**src/rtl/fcore_hazard_scoreboard_pkg.sv**
```systemverilog
// Shared types and sizing helpers for the fCore hazard scoreboard.
// sb_count_t and wb_req_t use fixed maximum widths so that they can live
// in the package; modules zero-extend their parameterised fields into them.
package fcore_scoreboard_pkg;

  localparam int SB_CNT_MAX_W  = 8;
  localparam int SB_CH_MAX_W   = 8;
  localparam int SB_ADDR_MAX_W = 8;

  typedef logic [SB_CNT_MAX_W-1:0] sb_count_t;

  typedef struct packed {
    logic                     valid;
    logic [SB_CH_MAX_W-1:0]   channel;
    logic [SB_ADDR_MAX_W-1:0] addr;
  } wb_req_t;

  // Channel index width; a single channel still needs one bit.
  function automatic int ch_w(input int n_channels);
    return (n_channels <= 1) ? 1 : $clog2(n_channels);
  endfunction

  // Width of a counter able to hold 0..max_val.
  function automatic int cnt_w(input int max_val);
    return $clog2(max_val + 1);
  endfunction

endpackage

```
**src/rtl/fcore_hazard_scoreboard_if.sv**
```systemverilog
// Issue / writeback / status bundle between decode, the writeback muxes
// and the hazard scoreboard.
//   master : decode + writeback side (drives issue, wb and flush fields)
//   slave  : scoreboard (drives stall, issue_accept, dirty_mask, underflow_err)
interface fcore_hazard_scoreboard_if
  import fcore_scoreboard_pkg::*;
#(
  parameter int REG_ADDR_WIDTH = 4,
  parameter int N_CHANNELS     = 1,
  parameter int N_WB_PORTS     = 2
);
  localparam int CH_W = ch_w(N_CHANNELS);

  logic                                 issue_valid;
  logic [CH_W-1:0]                      issue_channel;
  logic [REG_ADDR_WIDTH-1:0]            issue_dest;
  logic                                 issue_writes;
  logic [REG_ADDR_WIDTH-1:0]            operand_a;
  logic [REG_ADDR_WIDTH-1:0]            operand_b;
  logic [REG_ADDR_WIDTH-1:0]            operand_c;
  logic [2:0]                           operand_used;
  logic [N_WB_PORTS-1:0]                wb_valid;
  logic [N_WB_PORTS*CH_W-1:0]           wb_channel;
  logic [N_WB_PORTS*REG_ADDR_WIDTH-1:0] wb_addr;
  logic                                 flush;
  logic [CH_W-1:0]                      flush_channel;
  logic                                 stall;
  logic                                 issue_accept;
  logic [2**REG_ADDR_WIDTH-1:0]         dirty_mask;
  logic                                 underflow_err;

  modport master (
    output issue_valid, issue_channel, issue_dest, issue_writes,
           operand_a, operand_b, operand_c, operand_used,
           wb_valid, wb_channel, wb_addr, flush, flush_channel,
    input  stall, issue_accept, dirty_mask, underflow_err
  );

  modport slave (
    input  issue_valid, issue_channel, issue_dest, issue_writes,
           operand_a, operand_b, operand_c, operand_used,
           wb_valid, wb_channel, wb_addr, flush, flush_channel,
    output stall, issue_accept, dirty_mask, underflow_err
  );
endinterface

```
**src/rtl/fcore_hazard_scoreboard_counter.sv**
```systemverilog
// fcore_sb_counter: in-flight write counter for one (channel, register).
//   i_clk, i_rst_n : clock, asynchronous active-low reset
//   i_inc          : one accepted issue targets this register
//   i_dec          : number of writeback ports retiring this register
//   i_clr          : flush; wins over inc/dec
//   o_count        : current count (0..MAX_INFLIGHT)
//   o_underflow    : this cycle retires more writes than are in flight
module fcore_sb_counter
  import fcore_scoreboard_pkg::*;
#(
  parameter int MAX_INFLIGHT = 3,
  parameter int N_WB_PORTS   = 2
) (
  input  logic                          i_clk,
  input  logic                          i_rst_n,
  input  logic                          i_inc,
  input  logic [cnt_w(N_WB_PORTS)-1:0]  i_dec,
  input  logic                          i_clr,
  output logic [cnt_w(MAX_INFLIGHT)-1:0] o_count,
  output logic                          o_underflow
);
  localparam int CNT_W = cnt_w(MAX_INFLIGHT);
  localparam int DEC_W = cnt_w(N_WB_PORTS);
  localparam int SUM_W = CNT_W + DEC_W + 1;

  logic [CNT_W-1:0] r_count;
  logic [CNT_W-1:0] w_next;
  logic [SUM_W-1:0] w_sum;
  logic [SUM_W-1:0] w_dec;

  // Net update in a widened domain so neither the clamp at 0 nor the
  // saturation at MAX_INFLIGHT can wrap.
  always_comb begin
    w_sum       = SUM_W'(r_count) + SUM_W'(i_inc);
    w_dec       = SUM_W'(i_dec);
    w_next      = r_count;
    o_underflow = 1'b0;
    if (i_clr) begin
      w_next = '0;
    end else if (w_dec > w_sum) begin
      w_next      = '0;
      o_underflow = 1'b1;
    end else if ((w_sum - w_dec) > SUM_W'(MAX_INFLIGHT)) begin
      w_next = CNT_W'(MAX_INFLIGHT);
    end else begin
      w_next = CNT_W'(w_sum - w_dec);
    end
  end

  always_ff @(posedge i_clk or negedge i_rst_n) begin
    if (!i_rst_n) r_count <= '0;
    else          r_count <= w_next;
  end

  assign o_count = r_count;
endmodule

```
**src/rtl/fcore_hazard_scoreboard.sv**
```systemverilog
// fcore_hazard_scoreboard: multi-channel RAW/WAW hazard scoreboard.
// Counts in-flight writes per (channel, register), retires them from up to
// N_WB_PORTS writeback ports per cycle and stalls decode on a hazard.
//   i_clk, i_rst_n : clock, asynchronous active-low reset
//   sb_if (slave)  : issue request, writeback ports, flush in;
//                    stall, issue_accept, dirty_mask, underflow_err out
module fcore_hazard_scoreboard
  import fcore_scoreboard_pkg::*;
#(
  parameter int REG_ADDR_WIDTH = 4,
  parameter int N_CHANNELS     = 1,
  parameter int N_WB_PORTS     = 2,
  parameter int MAX_INFLIGHT   = 3,
  parameter int BYPASS_WB      = 1
) (
  input  logic                      i_clk,
  input  logic                      i_rst_n,
  fcore_hazard_scoreboard_if.slave  sb_if
);
  localparam int CH_W   = ch_w(N_CHANNELS);
  localparam int CNT_W  = cnt_w(MAX_INFLIGHT);
  localparam int DEC_W  = cnt_w(N_WB_PORTS);
  localparam int N_REGS = 2**REG_ADDR_WIDTH;

  wb_req_t                       w_wb [N_WB_PORTS];
  logic [N_WB_PORTS-1:0]         w_wb_oob;
  logic [CNT_W-1:0]              w_cnt [N_CHANNELS][N_REGS];
  logic [N_CHANNELS*N_REGS-1:0]  w_uf;
  logic [REG_ADDR_WIDTH-1:0]     w_op [3];
  sb_count_t                     w_cnt_op [3];
  sb_count_t                     w_cnt_dest;
  logic [2:0]                    w_byp;
  logic                          w_ch_ok;
  logic                          w_raw;
  logic                          w_waw_full;
  logic                          w_stall;
  logic                          w_issue_accept;
  logic [CH_W-1:0]               w_view_ch;
  logic [N_REGS-1:0]             w_dirty_next;
  logic [CH_W-1:0]               r_view_ch;
  logic [N_REGS-1:0]             r_dirty_mask;
  logic                          r_underflow_err;

  assign w_op[0] = sb_if.operand_a;
  assign w_op[1] = sb_if.operand_b;
  assign w_op[2] = sb_if.operand_c;

  // Unpack writeback ports; a port naming a channel that does not exist
  // never matches a counter and is reported as an underflow instead.
  always_comb begin
    for (int p = 0; p < N_WB_PORTS; p++) begin
      w_wb[p].valid   = sb_if.wb_valid[p];
      w_wb[p].channel = SB_CH_MAX_W'(sb_if.wb_channel[p*CH_W +: CH_W]);
      w_wb[p].addr    = SB_ADDR_MAX_W'(sb_if.wb_addr[p*REG_ADDR_WIDTH +: REG_ADDR_WIDTH]);
      w_wb_oob[p]     = sb_if.wb_valid[p];
      for (int c = 0; c < N_CHANNELS; c++)
        if (w_wb[p].channel == SB_CH_MAX_W'(c)) w_wb_oob[p] = 1'b0;
    end
  end

  // Counts seen by the issuing instruction, plus the dirty view channel.
  assign w_view_ch = sb_if.issue_valid ? sb_if.issue_channel : r_view_ch;

  always_comb begin
    w_ch_ok      = 1'b0;
    w_cnt_dest   = '0;
    w_dirty_next = '0;
    for (int i = 0; i < 3; i++) w_cnt_op[i] = '0;
    for (int c = 0; c < N_CHANNELS; c++) begin
      if (sb_if.issue_channel == CH_W'(c)) begin
        w_ch_ok = 1'b1;
        for (int r = 0; r < N_REGS; r++) begin
          if (sb_if.issue_dest == REG_ADDR_WIDTH'(r)) w_cnt_dest = sb_count_t'(w_cnt[c][r]);
          for (int i = 0; i < 3; i++)
            if (w_op[i] == REG_ADDR_WIDTH'(r)) w_cnt_op[i] = sb_count_t'(w_cnt[c][r]);
        end
      end
      if (w_view_ch == CH_W'(c))
        for (int r = 0; r < N_REGS; r++) w_dirty_next[r] = (w_cnt[c][r] != '0);
    end
  end

  // Same-cycle writeback hits on each operand (used only for bypass).
  always_comb begin
    w_byp = '0;
    for (int p = 0; p < N_WB_PORTS; p++)
      if (w_wb[p].valid && (w_wb[p].channel == SB_CH_MAX_W'(sb_if.issue_channel)))
        for (int i = 0; i < 3; i++)
          if (w_wb[p].addr == SB_ADDR_MAX_W'(w_op[i])) w_byp[i] = 1'b1;
  end

  // Bypass only helps when the hitting writeback is the last one in flight.
  always_comb begin
    w_raw = 1'b0;
    for (int i = 0; i < 3; i++)
      if (sb_if.operand_used[i] && (w_cnt_op[i] != '0) &&
          !((BYPASS_WB != 0) && (w_cnt_op[i] == sb_count_t'(1)) && w_byp[i]))
        w_raw = 1'b1;
  end

  assign w_waw_full     = sb_if.issue_writes && (w_cnt_dest == sb_count_t'(MAX_INFLIGHT));
  assign w_stall        = sb_if.issue_valid && (!w_ch_ok || w_raw || w_waw_full);
  assign w_issue_accept = sb_if.issue_valid && !w_stall;

  for (genvar c = 0; c < N_CHANNELS; c++) begin : g_ch
    for (genvar r = 0; r < N_REGS; r++) begin : g_reg
      logic [DEC_W-1:0] w_dec;
      logic             w_inc;
      logic             w_clr;

      always_comb begin
        w_dec = '0;
        for (int p = 0; p < N_WB_PORTS; p++)
          if (w_wb[p].valid && (w_wb[p].channel == SB_CH_MAX_W'(c)) &&
              (w_wb[p].addr == SB_ADDR_MAX_W'(r)))
            w_dec = w_dec + DEC_W'(1);
      end

      assign w_clr = sb_if.flush && (sb_if.flush_channel == CH_W'(c));
      assign w_inc = w_issue_accept && sb_if.issue_writes &&
                     (sb_if.issue_channel == CH_W'(c)) && (sb_if.issue_dest == REG_ADDR_WIDTH'(r));

      fcore_sb_counter #(
        .MAX_INFLIGHT (MAX_INFLIGHT),
        .N_WB_PORTS   (N_WB_PORTS)
      ) u_cnt (
        .i_clk       (i_clk),
        .i_rst_n     (i_rst_n),
        .i_inc       (w_inc),
        .i_dec       (w_dec),
        .i_clr       (w_clr),
        .o_count     (w_cnt[c][r]),
        .o_underflow (w_uf[c*N_REGS + r])
      );
    end
  end

  // dirty_mask shows the pre-update counts of the viewed channel, one cycle late.
  always_ff @(posedge i_clk or negedge i_rst_n) begin
    if (!i_rst_n) begin
      r_view_ch       <= '0;
      r_dirty_mask    <= '0;
      r_underflow_err <= 1'b0;
    end else begin
      r_view_ch       <= w_view_ch;
      r_dirty_mask    <= w_dirty_next;
      r_underflow_err <= r_underflow_err || (|w_uf) || (|w_wb_oob);
    end
  end

  assign sb_if.stall         = w_stall;
  assign sb_if.issue_accept  = w_issue_accept;
  assign sb_if.dirty_mask    = r_dirty_mask;
  assign sb_if.underflow_err = r_underflow_err;
endmodule
```
**src/flat_wrapper.sv**
```systemverilog
// flat-port wrapper written by rule: the top's interface ports become plain ports
module fcore_hazard_scoreboard_flat import fcore_scoreboard_pkg::*;
#(
  parameter int REG_ADDR_WIDTH = 4,
  parameter int N_CHANNELS     = 1,
  parameter int N_WB_PORTS     = 2,
  parameter int MAX_INFLIGHT   = 3,
  parameter int BYPASS_WB      = 1
)
  (i_clk, i_rst_n, sb_if_issue_valid, sb_if_issue_channel, sb_if_issue_dest, sb_if_issue_writes, sb_if_operand_a, sb_if_operand_b, sb_if_operand_c, sb_if_operand_used, sb_if_wb_valid, sb_if_wb_channel, sb_if_wb_addr, sb_if_flush, sb_if_flush_channel, sb_if_stall, sb_if_issue_accept, sb_if_dirty_mask, sb_if_underflow_err);
  fcore_hazard_scoreboard_if #(.REG_ADDR_WIDTH(REG_ADDR_WIDTH), .N_CHANNELS(N_CHANNELS), .N_WB_PORTS(N_WB_PORTS)) sb_if_i ();
  input  logic i_clk;
  input  logic i_rst_n;
  input wire logic [$bits(sb_if_i.issue_valid)-1:0] sb_if_issue_valid;
  input wire logic [$bits(sb_if_i.issue_channel)-1:0] sb_if_issue_channel;
  input wire logic [$bits(sb_if_i.issue_dest)-1:0] sb_if_issue_dest;
  input wire logic [$bits(sb_if_i.issue_writes)-1:0] sb_if_issue_writes;
  input wire logic [$bits(sb_if_i.operand_a)-1:0] sb_if_operand_a;
  input wire logic [$bits(sb_if_i.operand_b)-1:0] sb_if_operand_b;
  input wire logic [$bits(sb_if_i.operand_c)-1:0] sb_if_operand_c;
  input wire logic [$bits(sb_if_i.operand_used)-1:0] sb_if_operand_used;
  input wire logic [$bits(sb_if_i.wb_valid)-1:0] sb_if_wb_valid;
  input wire logic [$bits(sb_if_i.wb_channel)-1:0] sb_if_wb_channel;
  input wire logic [$bits(sb_if_i.wb_addr)-1:0] sb_if_wb_addr;
  input wire logic [$bits(sb_if_i.flush)-1:0] sb_if_flush;
  input wire logic [$bits(sb_if_i.flush_channel)-1:0] sb_if_flush_channel;
  output wire logic [$bits(sb_if_i.stall)-1:0] sb_if_stall;
  output wire logic [$bits(sb_if_i.issue_accept)-1:0] sb_if_issue_accept;
  output wire logic [$bits(sb_if_i.dirty_mask)-1:0] sb_if_dirty_mask;
  output wire logic [$bits(sb_if_i.underflow_err)-1:0] sb_if_underflow_err;
  assign sb_if_i.issue_valid = sb_if_issue_valid;
  assign sb_if_i.issue_channel = sb_if_issue_channel;
  assign sb_if_i.issue_dest = sb_if_issue_dest;
  assign sb_if_i.issue_writes = sb_if_issue_writes;
  assign sb_if_i.operand_a = sb_if_operand_a;
  assign sb_if_i.operand_b = sb_if_operand_b;
  assign sb_if_i.operand_c = sb_if_operand_c;
  assign sb_if_i.operand_used = sb_if_operand_used;
  assign sb_if_i.wb_valid = sb_if_wb_valid;
  assign sb_if_i.wb_channel = sb_if_wb_channel;
  assign sb_if_i.wb_addr = sb_if_wb_addr;
  assign sb_if_i.flush = sb_if_flush;
  assign sb_if_i.flush_channel = sb_if_flush_channel;
  assign sb_if_stall = sb_if_i.stall;
  assign sb_if_issue_accept = sb_if_i.issue_accept;
  assign sb_if_dirty_mask = sb_if_i.dirty_mask;
  assign sb_if_underflow_err = sb_if_i.underflow_err;
  fcore_hazard_scoreboard #(.REG_ADDR_WIDTH(REG_ADDR_WIDTH), .N_CHANNELS(N_CHANNELS), .N_WB_PORTS(N_WB_PORTS), .MAX_INFLIGHT(MAX_INFLIGHT), .BYPASS_WB(BYPASS_WB)) u_core (.i_clk(i_clk), .i_rst_n(i_rst_n), .sb_if(sb_if_i));
endmodule
```
**config.mk**
```make
export PLATFORM = sky130hd
export DESIGN_NAME = fcore_hazard_scoreboard_flat
export DESIGN_NICKNAME = d
export VERILOG_FILES = /design/src/rtl/fcore_hazard_scoreboard_pkg.sv /design/src/rtl/fcore_hazard_scoreboard_if.sv /design/src/rtl/fcore_hazard_scoreboard_counter.sv /design/src/rtl/fcore_hazard_scoreboard.sv /design/src/flat_wrapper.sv
export SDC_FILE = /design/constraint.sdc
export NUM_CORES = 1
export LEC_CHECK = 0
export ABC_AREA = 1
export CELL_PAD_IN_SITES_DETAIL_PLACEMENT = 0
export CELL_PAD_IN_SITES_GLOBAL_PLACEMENT = 1
export CORE_AREA = 10 10 140 174
export CTS_CLUSTER_SIZE = 25
export DETAILED_ROUTE_END_ITERATION = 16
export DIE_AREA = 0 0 150 184
export GPL_TIMING_DRIVEN = 1
export PLACE_DENSITY = 0.71
export SYNTH_ARGS = -nofsm -noshare
export SYNTH_HDL_FRONTEND = slang
export SYNTH_HIERARCHICAL = 1
export SYNTH_SLANG_ARGS = --single-unit
```
**constraint.sdc**
```tcl
create_clock -name i_clk -period 6.2 [get_ports i_clk]
set_input_delay 0.62 -clock i_clk [delete_from_list [all_inputs] [get_ports i_clk]]
set_output_delay 0.62 -clock i_clk [all_outputs]
set_load 0.05 [all_outputs]
```
Word-level counts from Yosys, hierarchy flattened
Index checks and enable logic that the tools add are counted.
Storage, ports and cells
  flip-flop bits (word level): 50
  input bits: 38
  output and inout port bits: 19
  word-level logic and storage cells: 500
Cells by class
  add/sub/neg operators: 48
  $lt $le $gt $ge: 32
  equal/unequal tests: 102
  muxes and demuxes: 193
  bitwise logic cells: 2
  reductions and logical operators: 104
Operators with widths (number)
  2-bit 2-to-1 mux: 129
  4-bit equality test, second input constant: 48
  4-bit by 3-bit equality test with 1-bit output, second input constant: 24
  2-bit by 5-bit > comparator with 1-bit output: 16
  5-bit by 2-bit > comparator with 1-bit output, second input constant: 16
  5-bit by 2-bit subtractor with 5-bit output: 16
  1-bit logical AND: 67
  1-bit 2-to-1 mux: 60
  2-bit by 1-bit adder with 3-bit output: 16
  4-bit by 2-bit equality test with 1-bit output, second input constant: 12
  1-bit by 1-bit adder with 2-bit output, second input constant: 16
  8-bit logical NOT: 4
  2-bit nonzero test: 16
  4-bit by 1-bit equality test with 1-bit output, second input constant: 6
  4-bit equality test: 6
  8-bit nonzero test: 3
  18-bit 2-to-1 mux: 1
  8-bit by 1-bit equality test with 1-bit output, second input constant: 2
  4-bit logical NOT: 4
  16-bit 2-to-1 mux: 1
  16-bit OR reduction: 1
  3-bit 2-to-1 mux: 2
  1-bit logical NOT: 4
  1-bit logical OR: 4
  other kinds (5): 7

Longest topological paths before layout
Gate-level depths: netlist of the first run.
  word-level depth: 40
  depth in mapped cells: 35
  mapped depth without buffers: 33

Modules after synthesis
Netlist of the first run, hierarchy kept.
By module, submodules not included
  fcore_sb_counter: times used 16, cells each 37, area an instance 279.0 µm², sequential area each 50.0 µm²
  fcore_hazard_scoreboard: times used 1, cells each 619, area an instance 3330.7 µm², sequential area each 450.4 µm²

Worst setup path after synthesis of the first run
OpenSTA, ideal clock, no wires.
  path kind: in2reg
  start: in sb_if_operand_b[0]
  end: reg u_core.r_underflow_err (netlist: u_core/sb_if.underflow_err)
  library setup time: 0.127 ns
  data arrival time: 3.727 ns
  required time: 6.073 ns
  slack: 2.346 ns
  cell stages on the path: 28
  buffers on the path: 2
  cells stage by stage: buf_2 > nor2_1 > nand3_1 > o21ai_1 > nor2_1 > nand2_1 > nor2_1 > and3_1 > nand4_1 > nand2_1 > nand2_1 > nand2_1 > nand3_1 > nand2_1 > nand2_2 > nand2_2 > nand3_4 > buf_12 > nor2_4 > ha_1 > fa_1 > a21oi_1 > nand2_1 > nor2_1 > nor4_1 > nand4_1 > nor2_1 > nand3_1
Between the ends
  longest elaborated chain between the ends: 39
RTL lines
  start: declaration: line flat_wrapper.sv:19  | input wire logic [$bits(sb_if_i.operand_b)-1:0] sb_if_operand_b;
  4-bit logical NOT: line fcore_hazard_scoreboard.sv:75  | if (w_op[i] == REG_ADDR_WIDTH'(r)) w_cnt_op[i] = sb_count_t'(w_cnt[c][r]);
  2-bit 2-to-1 mux (16 in a row): line fcore_hazard_scoreboard.sv:75
  18-bit 2-to-1 mux: line fcore_hazard_scoreboard.sv:70  | if (sb_if.issue_channel == CH_W'(c)) begin
  8-bit by 1-bit equality test with 1-bit output: line fcore_hazard_scoreboard.sv:97  | !((BYPASS_WB != 0) && (w_cnt_op[i] == sb_count_t'(1)) && w_byp[i]))
  1-bit logical AND: line fcore_hazard_scoreboard.sv:97
  1-bit logical NOT: line fcore_hazard_scoreboard.sv:97
  1-bit logical AND (*): line fcore_hazard_scoreboard.sv:96  | if (sb_if.operand_used[i] && (w_cnt_op[i] != '0) &&
  1-bit 2-to-1 mux (*) (2 in a row): line fcore_hazard_scoreboard.sv:96
  (+8 left out)
  via u_core.g_ch[0].g_reg[9].w_inc: line fcore_hazard_scoreboard.sv:108  | logic w_inc;
  2-bit by 1-bit adder with 3-bit output (*): line fcore_hazard_scoreboard_counter.sv:34  | w_sum = SUM_W'(r_count) + SUM_W'(i_inc);
  2-bit by 5-bit > comparator with 1-bit output (*): line fcore_hazard_scoreboard_counter.sv:40  | end else if (w_dec > w_sum) begin
  1-bit 2-to-1 mux (*): line fcore_hazard_scoreboard_counter.sv:40
  1-bit 2-to-1 mux (*): line fcore_hazard_scoreboard_counter.sv:38  | if (i_clr) begin
  via u_core.w_uf[9]: line fcore_hazard_scoreboard.sv:28  | logic [N_CHANNELS*N_REGS-1:0] w_uf;
  16-bit OR reduction (*): line fcore_hazard_scoreboard.sv:147  | r_underflow_err <= r_underflow_err || (|w_uf) || (|w_wb_oob);
  1-bit logical OR (*) (2 in a row): line fcore_hazard_scoreboard.sv:147
  end signal: assignment: line fcore_hazard_scoreboard.sv:147
  end: declaration: line fcore_hazard_scoreboard.sv:42  | logic r_underflow_err;
Mark *: on every way through the listed nets, which the timed path passes. The rest lies on a longest branch.

Worst setup path in the final report of the first run
  start: in sb_if_operand_a[0]
  end: reg u_core.r_underflow_err (netlist: u_core/sb_if.underflow_err)
Between the ends
  longest elaborated chain between the ends: 40
RTL lines
  start: declaration: line flat_wrapper.sv:18  | input wire logic [$bits(sb_if_i.operand_a)-1:0] sb_if_operand_a;
  4-bit logical NOT: line fcore_hazard_scoreboard.sv:75
  2-bit 2-to-1 mux (16 in a row): line fcore_hazard_scoreboard.sv:75
  18-bit 2-to-1 mux: line fcore_hazard_scoreboard.sv:70
  2-bit by 1-bit equality test with 1-bit output: line fcore_hazard_scoreboard.sv:97
  1-bit logical AND: line fcore_hazard_scoreboard.sv:97
  1-bit logical NOT: line fcore_hazard_scoreboard.sv:97
  1-bit logical AND (*): line fcore_hazard_scoreboard.sv:96
  1-bit 2-to-1 mux (*) (3 in a row): line fcore_hazard_scoreboard.sv:96
  (+8 left out)
  via u_core.g_ch[0].g_reg[14].w_inc: line fcore_hazard_scoreboard.sv:108
  2-bit by 1-bit adder with 3-bit output (*): line fcore_hazard_scoreboard_counter.sv:34
  2-bit by 5-bit > comparator with 1-bit output (*): line fcore_hazard_scoreboard_counter.sv:40
  1-bit 2-to-1 mux (*): line fcore_hazard_scoreboard_counter.sv:40
  1-bit 2-to-1 mux (*): line fcore_hazard_scoreboard_counter.sv:38
  via u_core.w_uf[14]: line fcore_hazard_scoreboard.sv:28
  16-bit OR reduction (*): line fcore_hazard_scoreboard.sv:147
  1-bit logical OR (*) (2 in a row): line fcore_hazard_scoreboard.sv:147
Marked as above.

==> run metrics, run 1 <==
Final Setup Violations=0; FF-to-FF path depth=27; CP top delay family=simple AND/OR/NAND/NOR gates; Crit path largest cell delay=0.59 ns; ANT nets after route=0; Gate power share=59.5%; CP startpoint kind=primary input; placed insts=about 1,500; post-CTS setup buffer count=0; DRT iter0 DRCs=445; row count=59; chip width=150 microns; Post-DP HPWL=about 20,000 microns; TritonRoute pass-1 iters=5; Pint=1.15 mW; crit path DAT=5.17 ns; sw frac=approximately half; clk slew on worst S/H paths=0.08 ns; FF-to-FF setup slack=1.81 ns; cell area power density=roughly 270 nW/um^2; post-route cell area=slightly below 9000 sq um; Slew @ Worst Pin=around 0.73 ns; status=finished, final reports clean; RSZ-0062 raised after global routing=no; die area=27,600 sq um; CP Max Fanout=16; CTS Buf Count=5; gpl congestion=a little over 0.9; CTS tree=yes; crit end category=flip-flop; Worst VDD drop=~120 uV; antenna diode count=0; Seq cells post-synth=50; vias per cell=roughly 4.7; Post-Synthesis Cells=roughly 1,200; drc violations=0; DR WL/cell=15.7 microns; I/O pin cnt=57; H-tree Lvls=2; Seq/Total Area, Yosys=16.1%; Final Non-Filler Cells=1,539; share of cells above drive strength 1=6.80%; Req. time, crit path=6.38 ns; Fill cells=2,274; Setup Skew=0.00644 ns; CP bufs+invs=2; Slowest cell on crit path=clkdlybuf4s50_1; Area after DPL=8650 sq um; Reg2Reg Capture Point=u_core/sb_if.underflow_err; Ys Warns=6; Clk pwr share=14.1%; input/output buffers=56; syn nets=approximately 1,400; Slew HR=slightly above 50%; Area Overhead vs Synth=13.1%; clk sinks=50; Die Span Y=184 microns; Netlist cell types=38; clock buffer depth=2; WS Path Type=in2reg; GR Overflow Total=0; Mapped Avg Cell Area=6.44 sq um; # hold bufs at CTS=0; Seq pwr share=26.4%; vias in the first global route=7,322; max_cap viols=0; global-route wire length before repair=38,300 microns; fmax=about 0.2 GHz; Max Slew Vio Count=0; post-CTS sizing=0; area of the mapped netlist=7790 sq um; Pleak=4.84 nW; GRT Total Usage=17.8%; starting density of the core=~37%; Clock Latency Late Sink=slightly above 0.3 ns; Final Hold Vio Count=0; Worst Hold Class=in2async; Psw=between 1 and 1.5 mW; crit path time final=4.99 ns; largest net degree at the start of global routing=51; Fin Setup TNS=0 ns; most used cell, CP=nand2_1; fin crit share=80.4%; core area=20,800 sq um; final net count=approximately 1,400; root buf cell=clkbuf_16; antenna violations before repair=0; r2r startpoint=u_core/g_ch[0].g_reg[2].u_cnt/o_count[1]; final WL=24,100 microns; DR vias=7,278
## power by group through the flow
stage / Sequential (mW) / Combinational (mW) / Clock (mW)
floorplan: 0.686 / 0.899 / 0
global placement: 0.632 / 1.43 / 0
detailed placement: 0.631 / 1.42 / 0
CTS: 0.625 / 1.43 / 0.347
global route: 0.643 / 1.62 / 0.356
finish: 0.624 / 1.41 / 0.334
## flip-flops by register name, summed over array words and instances, names as in the netlist
| register | cells |
|---|---|
| u_core/r_view_ch | 1 |
| u_core/g_ch.g.u_cnt/o_count | 32 |
| u_core/sb_if.underflow_err | 1 |
| u_core/sb_if.dirty_mask | 16 |
## cells in the mapped netlist (all sizes together)
cell	n	area share (%)
inv	334	16
nand2	278	14
nor2	167	9.4
ha	112	18
nand3	90	6.0
a21oi	56	4.4
dfrtp	50	16
fa	32	8.2
o21ai	23	1.5
nand4	18	1.4
xnor2	9	1.0
xor2	9	1.0
clkbuf	8	0.42
buf	7	0.75
nor4	4	0.32
clkinv	3	0.14
nor3	2	0.13
o31ai	2	0.19
a21boi	1	0.096
a221oi	1	0.11
a31oi	1	0.080
and3	1	0.080
o211ai	1	0.096
o31a	1	0.11
o41ai	1	0.21
## cell type report
cell class	count	area, sq um	area share (%)
multi-input combinational	809	5190	58.9
timing repair buffer	61	593	6.73
clock inverter	2	37.5	0.426
inverter	337	1260	14.4
sequential	50	1250	14.2
clock buffer	6	129	1.46
tap	274	343	3.89
## per-stage QoR
step	util [%]	hold WS (ns)	setup WS [ns]	total power [mW]
after floorplan	-	0.324	2.35	1.59
after global placement	41.5	0.542	0.760	2.06
after detailed placement	41.5	0.545	0.917	2.06
after CTS	42.3	0.504	1.24	2.40
after global routing	42.3	0.527	0.780	2.62
final	42.3	0.458	1.21	2.37
## metal layers
metal	GRT usage, %	routed length [microns]	vias to the layer above
met3	2.44	1280	23
li1	-	-	3720
met4	4.01	379	0
met2	31.0	11500	174
met5	0	0	-
met1	22.8	10900	3361
## cell usage in the layout, fill, tap and decap left out, drive strengths merged
cell	netlist	routed
inv	334	334
nand2	278	278
nor2	167	167
ha	112	112
nand3	90	90
a21oi	56	56
clkdlybuf4s50	0	55
dfrtp	50	50
fa	32	32
o21ai	23	23
nand4	18	18
xor2	9	9
xnor2	9	9
clkbuf	8	6
buf	7	6
nor4	4	4
clkinv	3	3
nor3	2	2
o31ai	2	2
bufinv	0	1
clkinvlp	0	1
a21boi	1	1
o41ai	1	1
o31a	1	1
o211ai	1	1
a221oi	1	1
a31oi	1	1
and3	1	1
## logic make-up after synthesis
logic type,share of synthesized area [%]
AO/OA/AOI/OAI,6.84
buffers and inverters,17.4
flip-flops,16.1
XOR/XNOR,2.02
adder cells (fa/ha/maj),26.2
AND/OR/NAND/NOR,31.5
## worst max path at each step
stage | from | endpoint | depth (start not counted)
detailed placement | sb_if_operand_a[0] | u_core/sb_if.underflow_err | 28
floorplan | sb_if_operand_b[0] | u_core/sb_if.underflow_err | 28
global route | sb_if_operand_b[1] | u_core/sb_if.underflow_err | 31
finish | sb_if_operand_a[0] | u_core/sb_if.underflow_err | 28
CTS | sb_if_operand_a[0] | u_core/sb_if.underflow_err | 28
global placement | sb_if_wb_addr[3] | u_core/sb_if.underflow_err | 21
(Power assumes the default switching activity.)
==> inputs of run 2 (changes only) <==
==> constraint.sdc (replaced) <==
create_clock -name i_clk -period 5.1 [get_ports i_clk]
set_input_delay 0.51 -clock i_clk [delete_from_list [all_inputs] [get_ports i_clk]]
set_output_delay 0.51 -clock i_clk [all_outputs]
set_load 0.05 [all_outputs]
==> run metrics, run 2 (same netlist as run 1, synthesis figures left out) <==
Fill cells=2,307 (+1.5%); gpl congestion=0.891 (-3.1%); Setup Skew=0.00367 ns (-0.00277 ns); fin crit share=around 90%; CP Max Fanout=16 (unchanged); max_cap viols=0 (unchanged); Post-DP HPWL=20,200 microns (+0.36%); crit path time final=about 4.7 ns; Final Setup Violations=0 (unchanged); Final Hold Vio Count=0 (unchanged); share of cells above drive strength 1=8.27% (+1.5 points); final net count=1,463 (+1.2%); DRT iter0 DRCs=316 (-29%); CTS tree=yes; commonest cells after routing, fill and taps aside=inv_1 (326), nand2_1 (254), nor2_1 (147); I/O pin cnt=57 (unchanged); clk sinks=50 (unchanged); drc violations=0 (unchanged); clk slew on worst S/H paths=0.07 ns (about the same); vias in the first global route=7,287 (-0.48%); met3 WL=963 microns (-25%); Worst VDD drop=141 uV (+18%); Clock Latency Late Sink=0.31 ns (about the same); Max Slew Vio Count=0 (unchanged); DR top layer=met4; RSZ-0062 raised after global routing=no; CP top delay family=simple AND/OR/NAND/NOR gates; Pwr Total=2.87 mW (+21%); root buf cell=clkbuf_16; crit end category=flip-flop; placed insts=1,548 (+1.1%); Worst Hold Class=in2async; CP bufs+invs=2 (unchanged); cell area power density=321 nW/um^2 (+19%); WL met2=11,800 microns (+2.9%); max reg flops=32 (unchanged); CP startpoint kind=primary input; FF-to-FF path depth=27 (unchanged); WS Path Type=in2reg; clock buffer depth=2 (unchanged); commonest non-fill, non-tap cell in the layout=inv_1; input/output buffers=56 (unchanged); GR Overflow Total=0 (unchanged); global-route wire length before repair=38,400 microns (+0.22%); post-CTS setup buffer count=0 (unchanged); Final Non-Filler Cells=1,556 (+1.1%); Reg2Reg Capture Point=u_core/sb_if.underflow_err; vias per cell=4.70 (-0.64%); M1 WL=10,900 microns (-0.13%); H-tree Lvls=2 (unchanged); Pleak=4.93 nW (+1.8%); r2r startpoint=u_core/g_ch[0].g_reg[0].u_cnt/o_count[1]; chip width=150 microns (unchanged); Die Span Y=184 microns (unchanged); CTS Buf Count=5 (unchanged); fmax=0.214 GHz; antenna violations before repair=0 (unchanged); die area=27,600 sq um (unchanged); row count=59 (unchanged); Crit path largest cell delay=0.59 ns (about the same); crit path DAT=4.86 ns (-0.31 ns); DR vias=7,311 (+0.45%); Area Overhead vs Synth=14.8%; final WL=24,000 microns (-0.52%); largest net degree at the start of global routing=51 (unchanged); Fin Setup TNS=0 ns (unchanged); TritonRoute pass-1 iters=5 (unchanged); status=finished, final reports clean; starting density of the core=37.4% (unchanged); Req. time, crit path=5.29 ns (-1.09 ns); ANT nets after route=0 (unchanged); most used cell, CP=nand2_1; Slowest cell on crit path=fa_1; DR WL/cell=15.4 microns (-1.6%); core area=20,800 sq um (unchanged); FF-to-FF setup slack=0.94 ns (-0.87 ns); Slew HR=48.0% (-3.4 points); GRT Total Usage=17.8% (-0.068 points); Slew @ Worst Pin=0.778 ns (+0.0492 ns); antenna diode count=0 (unchanged)
run 2: changes by cell type in the layout (fill, tap and decap cells not counted):
cell,previous run,this run
buf_4,5,21
clkbuf_8,0,1
clkbuf_1,1,0
buf_12,0,1
nor4_2,0,2
clkinv_2,0,1
nor4_1,4,2
bufinv_16,1,0
run 2: where the power goes:
group / total [mW] / switching [mW] / internal [mW] / leakage [nW]
logic: 1.75 / 1.10 / 0.652 / 4.21
registers: 0.754 / 0.215 / 0.539 / 0.643
clock network: 0.370 / 0.174 / 0.195 / 0.0729
total: 2.87 / 1.49 / 1.39 / 4.93
run 2: how the worst max path moves through the flow:
| stage | cells past startpoint | end | startpoint |
|---|---|---|---|
| after floorplan | 28 | u_core/sb_if.underflow_err | sb_if_operand_b[0] |
| after global placement | 32 | u_core/sb_if.underflow_err | sb_if_operand_a[1] |
| after detailed placement | 32 | u_core/sb_if.underflow_err | sb_if_operand_a[0] |
| after CTS | 32 | u_core/sb_if.underflow_err | sb_if_operand_a[0] |
| after global routing | 33 | u_core/sb_if.underflow_err | sb_if_operand_a[1] |
| final | 28 | u_core/sb_if.underflow_err | sb_if_operand_b[3] |
run 2: metrics by stage:
stage	worst slack [ns]	cell area, sq um	util (%)	hold slack (ns)
after detailed placement	-0.185	8790	42.2	0.474
after CTS	0.134	8940	42.9	0.396
after floorplan	1.36	7790	-	0.214
final	0.433	8950	43.0	0.351
after global routing	0.000861	8950	43.0	0.428
after global placement	-0.218	8790	42.2	0.489
run 2: layout make-up:
| type | count | area, sq um | share of cell area (%) |
|---|---|---|---|
| clock inverter | 2 | 12.5 | 0.140 |
| timing repair buffer | 78 | 733 | 8.19 |
| multi-input combinational | 809 | 5210 | 58.2 |
| sequential | 50 | 1250 | 14.0 |
| clock buffer | 6 | 139 | 1.55 |
| tap | 274 | 343 | 3.83 |
| inverter | 337 | 1260 | 14.1 |
run 2: timing repair:
action,in CTS,in global routing
resized for setup,0,2
setup endpoints to repair,0,1
hold buffers,0,0
run 2: per-layer routing:
metal  track usage (%)  vias up
met1              22.8     3408
met4              3.27        0
met2              31.4      130
met5                 0        -
li1                  -     3757
met3              2.02       16
run 2: worst register-to-register path, cell delays in order, from the launching register on:
cell     delay [ns]
dfrtp_1        0.54
nand3_1        0.16
nand2_1        0.07
nor2_1         0.09
nand2_1        0.06
nand2_1        0.06
nand4_1        0.09
nand2_1        0.08
nand4_1        0.08
nand3_1        0.12
nand3_2        0.08
a21oi_2        0.14
nand2_2        0.08
nor2_4         0.12
nand3_4        0.08
buf_12         0.18
nor2_4         0.11
ha_1           0.20
fa_1           0.46
nand2_1        0.10
nand2_2        0.06
nand2_1        0.09
nor2_1         0.05
nor4_1         0.44
buf_4          0.20
nand4_1        0.11
nor2_1         0.12
nand3_1        0.07
==> inputs of run 3 (changes only) <==
--- a/config.mk
+++ b/config.mk
@@ -8,10 +8,10 @@
 export ABC_AREA = 1
 export CELL_PAD_IN_SITES_DETAIL_PLACEMENT = 0
 export CELL_PAD_IN_SITES_GLOBAL_PLACEMENT = 1
-export CORE_AREA = 10 10 140 174
+export CORE_AREA = 2 2 132 166
 export CTS_CLUSTER_SIZE = 25
 export DETAILED_ROUTE_END_ITERATION = 16
-export DIE_AREA = 0 0 150 184
+export DIE_AREA = 0 0 134 168
 export GPL_TIMING_DRIVEN = 1
 export PLACE_DENSITY = 0.71
 export SYNTH_ARGS = -nofsm -noshare
==> run metrics, run 3 (same netlist as run 1, synthesis figures left out) <==
status=finished, final reports clean; FF-to-FF setup slack=1.01 ns (+0.07 ns); r2r startpoint=u_core/g_ch[0].g_reg[2].u_cnt/o_count[1]; chip width=134 microns (-11%); drc violations=0 (unchanged); Worst VDD drop=177 uV (+26%); CTS tree=yes; Reg2Reg Capture Point=u_core/sb_if.underflow_err; crit path DAT=4.82 ns (-0.04 ns); final net count=1,464 (+0.068%); clk sinks=50 (unchanged); clock buffer depth=2 (unchanged); Slew HR=49.3% (+1.3 points); # hold bufs at CTS=0 (unchanged); RSZ-0062 raised after global routing=no; FF-to-FF path depth=28 (+3.7%); Die Span Y=168 microns (-8.7%); placed insts=1,554 (+0.39%); root buf cell=clkbuf_16; Final Non-Filler Cells=1,562 (+0.39%); PnR worst setup slack=0.464 ns (+0.0312 ns); Area Overhead vs Synth=15.0%; cell area power density=320 nW/um^2 (-0.16%); row count=60 (+1.7%); fmax=0.216 GHz (+0.67%); Slowest cell on crit path=clkdlybuf4s50_1; Clock Latency Late Sink=0.31 ns (about the same); commonest non-fill, non-tap cell in the layout=inv_1; max_cap viols=0 (unchanged); DRT iter0 DRCs=371 (+17%); I/O pin cnt=57 (unchanged); max reg flops=32 (unchanged); commonest cells after routing, fill and taps aside=inv_1 (326), nand2_1 (254), nor2_1 (147); ANT nets after route=0 (unchanged); antenna violations before repair=0 (unchanged); starting density of the core=37.0% (-0.49 points); DR WL/cell=15.3 microns (-0.41%); crit end category=flip-flop; WS Path Type=in2reg; Final Setup Violations=0 (unchanged); die area=22,500 sq um (-18%); Final Hold Vio Count=0 (unchanged); core area=21,100 sq um (+1.3%); CTS Buf Count=5 (unchanged); vias per cell=4.71 (+0.19%); Slew @ Worst Pin=0.759 ns (-0.0190 ns); vias in the first global route=7,142 (-2.0%); antenna diode count=0 (unchanged); Pleak=4.93 nW (about the same); GR Overflow Total=0 (unchanged); share of cells above drive strength 1=8.34% (+0.071 points); CP startpoint kind=primary input; input/output buffers=56 (unchanged); crit path time final=4.64 ns (-0.0312 ns); most used cell, CP=nand2_1; pre-CTS setup slack=-0.0941 ns (+0.0912 ns); Setup Skew=0.00483 ns (+0.00116 ns); DR vias=7,353 (+0.57%); fin crit share=90.9% (-0.61 points); GRT Total Usage=21.8% (+4.1 points); largest net degree at the start of global routing=51 (unchanged); global-route wire length before repair=37,500 microns (-2.3%); Area after DPL=8800 sq um (+0.16%); Crit path largest cell delay=0.69 ns (+0.10 ns); CP Max Fanout=6 (-10); Post-DP HPWL=20,000 microns (-0.96%); clk slew on worst S/H paths=0.07 ns (about the same); Worst Hold Class=in2async; H-tree Lvls=2 (unchanged); final WL=24,000 microns (about the same); TritonRoute pass-1 iters=6 (+1); Max Slew Vio Count=0 (unchanged); post-route cell area=8960 sq um (+0.15%); Req. time, crit path=5.29 ns (about the same); gpl congestion=0.900 (+1.1%)
run 3: cell types whose count changed in the layout (fill, tap and decap cells not counted):
cell | previous run | this run
buf_4 | 21 | 22
run 3: layout make-up:
class                      count  area (sq um)
tap                          279           349
clock inverter                 2          12.5
fill                        2281         12100
inverter                     337          1260
sequential                    50          1250
timing repair buffer          79           741
clock buffer                   6           139
multi-input combinational    809          5210
run 3: through the flow:
stage                     TNS, ns  hold slack (ns)  utilization (%)  power [mW]
after floorplan                 0            0.214                -        1.93
after global placement    -0.0801            0.522             41.7        2.51
after detailed placement  -0.0941            0.506             41.7        2.50
after CTS                       0            0.391             42.4        2.89
after global routing            0            0.419             42.5        3.16
final                           0            0.350             42.5        2.87
run 3: critical path, delay by kind of cell:
kind | cells | cell delay, ns
AOI/OAI and AO/OA | 3 | 0.40
adders and majority gates | 2 | 0.83
buffers and inverters | 4 | 1.08
and+or+nand+nor | 17 | 1.98
run 3: worst max path at each step:
stage | end | cells after the start | slack, ns | from
2_1_floorplan | u_core/sb_if.underflow_err | 28 | 1.36 | sb_if_operand_b[0]
3_3_place_gp | u_core/sb_if.underflow_err | 31 | -0.08 | sb_if_operand_c[1]
3_5_place_dp | u_core/sb_if.underflow_err | 28 | -0.09 | sb_if_operand_c[0]
4_1_cts | u_core/sb_if.underflow_err | 31 | 0.23 | sb_if_operand_c[1]
5_1_grt | u_core/sb_if.underflow_err | 31 | 0.05 | sb_if_operand_c[1]
6_report | u_core/sb_if.underflow_err | 26 | 0.46 | sb_if_operand_c[0]
run 3: where the power goes:
part	total, mW	switching [mW]	internal [mW]	leakage (nW)
Clock	0.368	0.172	0.195	0.0729
Combinational	1.74	1.09	0.651	4.21
Sequential	0.760	0.221	0.539	0.643
run 3: repair_timing:
action | CTS | global route
endpoints found under the setup margin | 0 | 1
resized for setup | 0 | 2
hold endpoints to repair | 0 | 0
buffers inserted | 0 | 0
run 3: metal layers:
metal / routed length, microns / global-route usage [%] / vias up / part of all wire, %
met5: 0 / 0 / - / 0
met4: 655 / 6.34 / 0 / 2.7
met3: 1200 / 2.35 / 37 / 5.0
met2: 11700 / 38.9 / 159 / 49
met1: 10400 / 27.7 / 3400 / 43
li1: - / - / 3757 / -
